===== src/rtl/tdc_accum_if.sv =====
// Handshake bundle between tdc_accum and the digital back-end.
// slave is the accumulator side; master is the back-end that starts and accepts results.
interface tdc_accum_if #(
  parameter int unsigned ACC_W = 16
) ();
  logic             start;
  logic             busy;
  logic [ACC_W-1:0] result;
  logic             result_valid;
  logic             result_ready;
  logic             overflow;

  modport master (
    output start, result_ready,
    input  busy, result, result_valid, overflow
  );

  modport slave (
    input  start, result_ready,
    output busy, result, result_valid, overflow
  );
endinterface


===== src/rtl/tdc_accum.sv =====
// Time-domain MAC back-end: counts TDC-high cycles per window and sums N_TERMS windows
// into a saturating accumulator. Define TDC_ACC_SYNC_EN to add a two-flop input synchroniser.
module tdc_accum #(
  parameter int unsigned WIN_LEN = 16,
  parameter int unsigned CNT_W   = 8,
  parameter int unsigned N_TERMS = 4,
  parameter int unsigned ACC_W   = 16
) (
  input  logic        clk,
  input  logic        rst,
  input  logic        tdc_in,
  tdc_accum_if.slave  bus
);

  localparam int unsigned TermW = (N_TERMS > 1) ? $clog2(N_TERMS) : 1;

  typedef enum logic [1:0] {StIdle, StMeas, StAccum, StDone} state_e;

  state_e           state_q, state_d;
  logic [CNT_W-1:0] cnt_q, cnt_d;
  logic [CNT_W-1:0] win_q, win_d;
  logic [TermW-1:0] term_q, term_d;
  logic [ACC_W-1:0] acc_q, acc_d;
  logic             ovf_q, ovf_d;
  logic [ACC_W:0]   sum;
  logic             sample;

`ifdef TDC_ACC_SYNC_EN
  logic [1:0] sync_q;

  always_ff @(posedge clk) begin
    if (rst) begin
      sync_q <= 2'b00;
    end else begin
      sync_q <= {sync_q[0], tdc_in};
    end
  end

  assign sample = sync_q[1];
`else
  assign sample = tdc_in;
`endif

  always_ff @(posedge clk) begin
    if (rst) begin
      state_q <= StIdle;
      cnt_q   <= '0;
      win_q   <= '0;
      term_q  <= '0;
      acc_q   <= '0;
      ovf_q   <= 1'b0;
    end else begin
      state_q <= state_d;
      cnt_q   <= cnt_d;
      win_q   <= win_d;
      term_q  <= term_d;
      acc_q   <= acc_d;
      ovf_q   <= ovf_d;
    end
  end

  always_comb begin
    state_d = state_q;
    cnt_d   = cnt_q;
    win_d   = win_q;
    term_d  = term_q;
    acc_d   = acc_q;
    ovf_d   = ovf_q;
    // One extra bit catches the carry that triggers saturation.
    sum     = {1'b0, acc_q} + (ACC_W+1)'(cnt_q);

    unique case (state_q)
      StIdle: begin
        if (bus.start) begin
          state_d = StMeas;
          cnt_d   = '0;
          win_d   = '0;
          term_d  = '0;
          acc_d   = '0;
          ovf_d   = 1'b0;
        end
      end
      StMeas: begin
        if (sample) begin
          cnt_d = cnt_q + CNT_W'(1);
        end
        if (win_q == CNT_W'(WIN_LEN - 1)) begin
          win_d   = '0;
          state_d = StAccum;
        end else begin
          win_d = win_q + CNT_W'(1);
        end
      end
      StAccum: begin
        cnt_d = '0;
        if (sum[ACC_W]) begin
          acc_d = '1;
          ovf_d = 1'b1;
        end else begin
          acc_d = sum[ACC_W-1:0];
        end
        if (term_q == TermW'(N_TERMS - 1)) begin
          state_d = StDone;
        end else begin
          term_d  = term_q + TermW'(1);
          state_d = StMeas;
        end
      end
      StDone: begin
        if (bus.result_ready) begin
          state_d = StIdle;
        end
      end
      default: state_d = StIdle;
    endcase
  end

  // Accumulator is only cleared by an accepted start, so result holds through DONE and IDLE.
  assign bus.busy         = (state_q != StIdle);
  assign bus.result_valid = (state_q == StDone);
  assign bus.result       = acc_q;
  assign bus.overflow     = ovf_q;

endmodule


===== src/flat_wrapper.sv =====
// flat-port wrapper written by rule: the top's interface ports become plain ports
module tdc_accum_flat 
#(
  parameter int unsigned WIN_LEN = 16,
  parameter int unsigned CNT_W   = 8,
  parameter int unsigned N_TERMS = 4,
  parameter int unsigned ACC_W   = 16
)
  (clk, rst, tdc_in, bus_start, bus_result_ready, bus_busy, bus_result, bus_result_valid, bus_overflow);
  tdc_accum_if #(.ACC_W(ACC_W)) bus_i ();
  input  logic clk;
  input  logic rst;
  input  logic tdc_in;
  input wire logic [$bits(bus_i.start)-1:0] bus_start;
  input wire logic [$bits(bus_i.result_ready)-1:0] bus_result_ready;
  output wire logic [$bits(bus_i.busy)-1:0] bus_busy;
  output wire logic [$bits(bus_i.result)-1:0] bus_result;
  output wire logic [$bits(bus_i.result_valid)-1:0] bus_result_valid;
  output wire logic [$bits(bus_i.overflow)-1:0] bus_overflow;
  assign bus_i.start = bus_start;
  assign bus_i.result_ready = bus_result_ready;
  assign bus_busy = bus_i.busy;
  assign bus_result = bus_i.result;
  assign bus_result_valid = bus_i.result_valid;
  assign bus_overflow = bus_i.overflow;
  tdc_accum #(.WIN_LEN(WIN_LEN), .CNT_W(CNT_W), .N_TERMS(N_TERMS), .ACC_W(ACC_W)) u_core (.clk(clk), .rst(rst), .tdc_in(tdc_in), .bus(bus_i));
endmodule

===== config.mk =====
export PLATFORM = sky130hd
export DESIGN_NAME = tdc_accum_flat
export DESIGN_NICKNAME = d
export VERILOG_FILES = /design/src/rtl/tdc_accum_if.sv /design/src/rtl/tdc_accum.sv /design/src/flat_wrapper.sv
export SDC_FILE = /design/constraint.sdc
export NUM_CORES = 1
export LEC_CHECK = 0
export ABC_AREA = 1
export BUFFER_PORTS_ARGS = -buffer_cell sky130_fd_sc_hd__buf_2
export CAP_MARGIN = 20
export CORE_MARGIN = 5
export CORE_UTILIZATION = 30
export DETAILED_ROUTE_END_ITERATION = 10
export RECOVER_POWER = 100
export SYNTH_ARGS = -nofsm -noshare
export SYNTH_HDL_FRONTEND = slang
export SYNTH_SLANG_ARGS = --single-unit

===== constraint.sdc =====
create_clock -name clk -period 2.5 [get_ports clk]
set_clock_uncertainty 0.2 [all_clocks]
set_input_delay 0.25 -clock clk [delete_from_list [all_inputs] [get_ports clk]]
set_output_delay 0.25 -clock clk [all_outputs]
set_load 0.03 [all_outputs]

==> results.md <==
- Run status: finished clean
- Count of flip-flops with a built-in enable after synthesis: 0
- Fin worst setup slack: 0.349 ns
- GRT Resource Usage Total: 11.6%
- Remaining routing DRC violations: 0
- Fmax achieved: 0.465 GHz
- Max_slew headroom: 61.4%
- Number of hold violations in the final report: 0
- Synth-to-Final Area Change: 11.8%
- Number of fillers in the final layout: 860
- Number of cells produced by synthesis: 358
- Worst Tran Pin Value: 0.575 ns
- Pin count of the biggest net entering global routing: 27
- Ant. Diodes: 0
- Final Instance Count excl. Fillers: 487
- Most used flip-flop cell after synthesis: sky130_fd_sc_hd__dfxtp_1
- Wire length of the first global-routing pass: 9300 um
- Clk Tree Root Cell: sky130_fd_sc_hd__clkbuf_8
- Maximum buffer depth of the clock tree: 2
- Endpoint arrival time on the critical path: 2.18 ns
- DIE AREA: 9580 um2
- Number of global-route vias before repair: 2,038
- Number of setup buffers added after CTS: 0
- Sort of element at the start of the critical path: flop
- Post-synthesis async set-or-reset flop share: 0%
- TritonCTS clock tree: done
- WL/cell: 11.0 um
- Setup TNS: 0 ns
- Worst-path fanout max: 15
- Via-per-instance ratio: 4.55
- Drt pass-1 iters: 5
- Leakage: 1.19 nW
- CTS Buf Count: 5
- Design area: 2590 um2
- Final Max Tran Viols: 0
- RSZ-0062 raised after global routing: no
- Mean post-synth cell area: 6.47 um2
- Max_cap viols: 0
- Worst-case setup slack after placement: 0.241 ns
- Port buffer count: 23
- Seq/Total Area, Yosys: 32.0%
- Cell variety after synth: 32
- Number of sinks handled by clock tree synthesis: 37
- Nets: 401
- Horiz. Die Dim: 97.9 um
- Deepest level of the CTS H-tree: 2
- GP Congestion: 0.818
- Critical Path End Type: flop
- Height of the die: 97.9 um
- Routed Wire Length: 5350 um
- Aggregate global routing overflow: 0
- Worst-path clk slew: 0.08 ns
- Worst Hold Class: in2reg
- Worst vdd rail ir drop: 0.000245 V
- WP data required: 2.53 ns
- Post-DP HPWL: 3990 um
- Power per cell area: 437 nW/um2
- Cell area after synthesis: 2320 um2
- Warning count from the yosys run: 0
- Placed Instance Area: 2540 um2
- Ports placed on the boundary: 24
- Count of nets left with antenna violations after detail routing: 0
- Initial standard-cell utilization of the core: 30.5%
- Cell total after placement: 479
- Number of antenna violations at the first check in global routing: 0
- Row Count: 32
- Fraction of layout cells with a size suffix above 1: 5.45%
- Floorplan Core Area: 7610 um2
- Flip-flop and latch count after synthesis: 37
- Category of the critical setup timing path: reg2reg
- Number of endpoints failing setup at the final stage: 0
- Vias after detailed routing: 2,214
- 1st-iter DRT viols: 113
- Syn_nets: 375
- Crit share post-route: 86.0%
- Later-pin clock latency in the skew report: 0.30 ns
- Shortest period the worst path allows: 2.15 ns
## path summary, 6_finish.rpt
check	start	cells after the start	to	slack, ns
worst max-delay path	u_core.cnt_q[0]$_SDFFE_PP0P_	10	u_core.bus.result[10]$_SDFFE_PP0P_	0.35
worst min-delay path	bus_result_ready	3	u_core.state_q[1]$_SDFFE_PP0P_	0.06
worst max register to register	u_core.cnt_q[0]$_SDFFE_PP0P_	10	u_core.bus.result[10]$_SDFFE_PP0P_	0.35
worst min register to register	u_core.bus.overflow$_SDFFE_PP0P_	2	u_core.bus.overflow$_SDFFE_PP0P_	0.27
## cells in the final DEF, fill, tap and decap left out, types with 2 or more instances in the layout
master                       n
sky130_fd_sc_hd__clkinv_2    2
sky130_fd_sc_hd__a22oi_1     2
sky130_fd_sc_hd__ha_1       11
sky130_fd_sc_hd__xor2_1      2
sky130_fd_sc_hd__nor3_1      6
sky130_fd_sc_hd__o21ai_0    12
sky130_fd_sc_hd__buf_2       4
sky130_fd_sc_hd__dfxtp_1    37
sky130_fd_sc_hd__nor3b_1     3
sky130_fd_sc_hd__nand2_1   111
sky130_fd_sc_hd__nor2_1     25
sky130_fd_sc_hd__or2_2       3
sky130_fd_sc_hd__clkbuf_8    5
sky130_fd_sc_hd__buf_4       2
sky130_fd_sc_hd__a21oi_1    36
sky130_fd_sc_hd__nand4_1     5
sky130_fd_sc_hd__nand3_1    27
sky130_fd_sc_hd__inv_1      52
sky130_fd_sc_hd__a31oi_1     3
sky130_fd_sc_hd__clkbuf_1   19
sky130_fd_sc_hd__nand3b_1    6
## worst max-delay path, cell delays in order (launching register included)
cell	delay (ns)
sky130_fd_sc_hd__dfxtp_1	0.40
sky130_fd_sc_hd__ha_1	0.21
sky130_fd_sc_hd__fa_1	0.22
sky130_fd_sc_hd__nand2_1	0.08
sky130_fd_sc_hd__a21oi_1	0.21
sky130_fd_sc_hd__nand2_1	0.10
sky130_fd_sc_hd__nand2_1	0.15
sky130_fd_sc_hd__nand3_4	0.22
sky130_fd_sc_hd__nand2_1	0.12
sky130_fd_sc_hd__inv_1	0.04
sky130_fd_sc_hd__a21oi_1	0.13
## flip-flops by register name, indices dropped and copies added, names as in the netlist
register             count
u_core.bus.result       16
u_core.cnt_q             8
u_core.win_q             8
u_core.state_q           2
u_core.term_q            2
u_core.bus.overflow      1
## report_power, final
part	internal [mW]	switching, mW	total (mW)
Clock	0.192	0.228	0.420
Sequential	0.597	0.0108	0.608
Combinational	0.0257	0.0780	0.104
Total	0.816	0.316	1.13
## stage by stage
step                utilization [%]  hold WS (ns)  power, mW
global route                   34.0        0.0621       1.19
CTS                            34.5        0.0482       1.16
global placement               33.4         0.247      0.730
detailed placement             33.4         0.258      0.731
floorplan                         -         0.241      0.702
finish                         34.0        0.0607       1.13
## area by class of cell
cell class,count,area (um2),share of cell area (%)
Clock buffer,5,68.8,2.66
Sequential cell,37,741,28.6
Timing Repair Buffer,25,106,4.11
Clock inverter,3,17.5,0.676
Inverter,53,199,7.68
Tap cell,102,128,4.93
Multi-Input combinational cell,262,1330,51.4
## synth_stat cells, types with 2 or more instances
master | instances | area, um2
sky130_fd_sc_hd__nand3_1 | 27 | 135
sky130_fd_sc_hd__buf_6 | 2 | 22.5
sky130_fd_sc_hd__ha_1 | 11 | 138
sky130_fd_sc_hd__nor3_1 | 5 | 25.0
sky130_fd_sc_hd__inv_1 | 49 | 184
sky130_fd_sc_hd__nand4_1 | 5 | 31.3
sky130_fd_sc_hd__clkbuf_1 | 4 | 15.0
sky130_fd_sc_hd__or2_2 | 3 | 18.8
sky130_fd_sc_hd__inv_2 | 4 | 15.0
sky130_fd_sc_hd__xor2_1 | 2 | 17.5
sky130_fd_sc_hd__o21ai_0 | 11 | 55.1
sky130_fd_sc_hd__nor3b_1 | 3 | 22.5
sky130_fd_sc_hd__a21oi_1 | 36 | 180
sky130_fd_sc_hd__nand2_1 | 110 | 413
sky130_fd_sc_hd__a22oi_1 | 2 | 15.0
sky130_fd_sc_hd__nor2_1 | 25 | 93.8
sky130_fd_sc_hd__nand3b_1 | 6 | 45.0
sky130_fd_sc_hd__a31oi_1 | 3 | 18.8
sky130_fd_sc_hd__dfxtp_1 | 37 | 741
## logic make-up after synthesis
| kind of cell | Yosys count | synth area share, % |
|---|---|---|
| adder cells (fa/ha/maj) | 12 | 6.80 |
| AO/OA/AOI/OAI | 57 | 13.3 |
| XOR/XNOR | 2 | 0.756 |
| flip-flops | 37 | 32.0 |
| buffers and inverters | 59 | 10.2 |
| AND/OR/NAND/NOR | 191 | 36.9 |
## repair_timing
action / CTS / global route
gates resized for setup: 0 / 1
hold buffers: 0 / 0
endpoints found under the setup margin: 0 / 6
## per-layer routing
metal,track usage (%),part of all wire [%],vias up
met5,0,0,-
li1,-,-,1211
met2,18.4,44,34
met3,3.21,3.6,4
met1,15.6,52,965
met4,3.19,1.1,0
(Power assumes the default switching activity.)
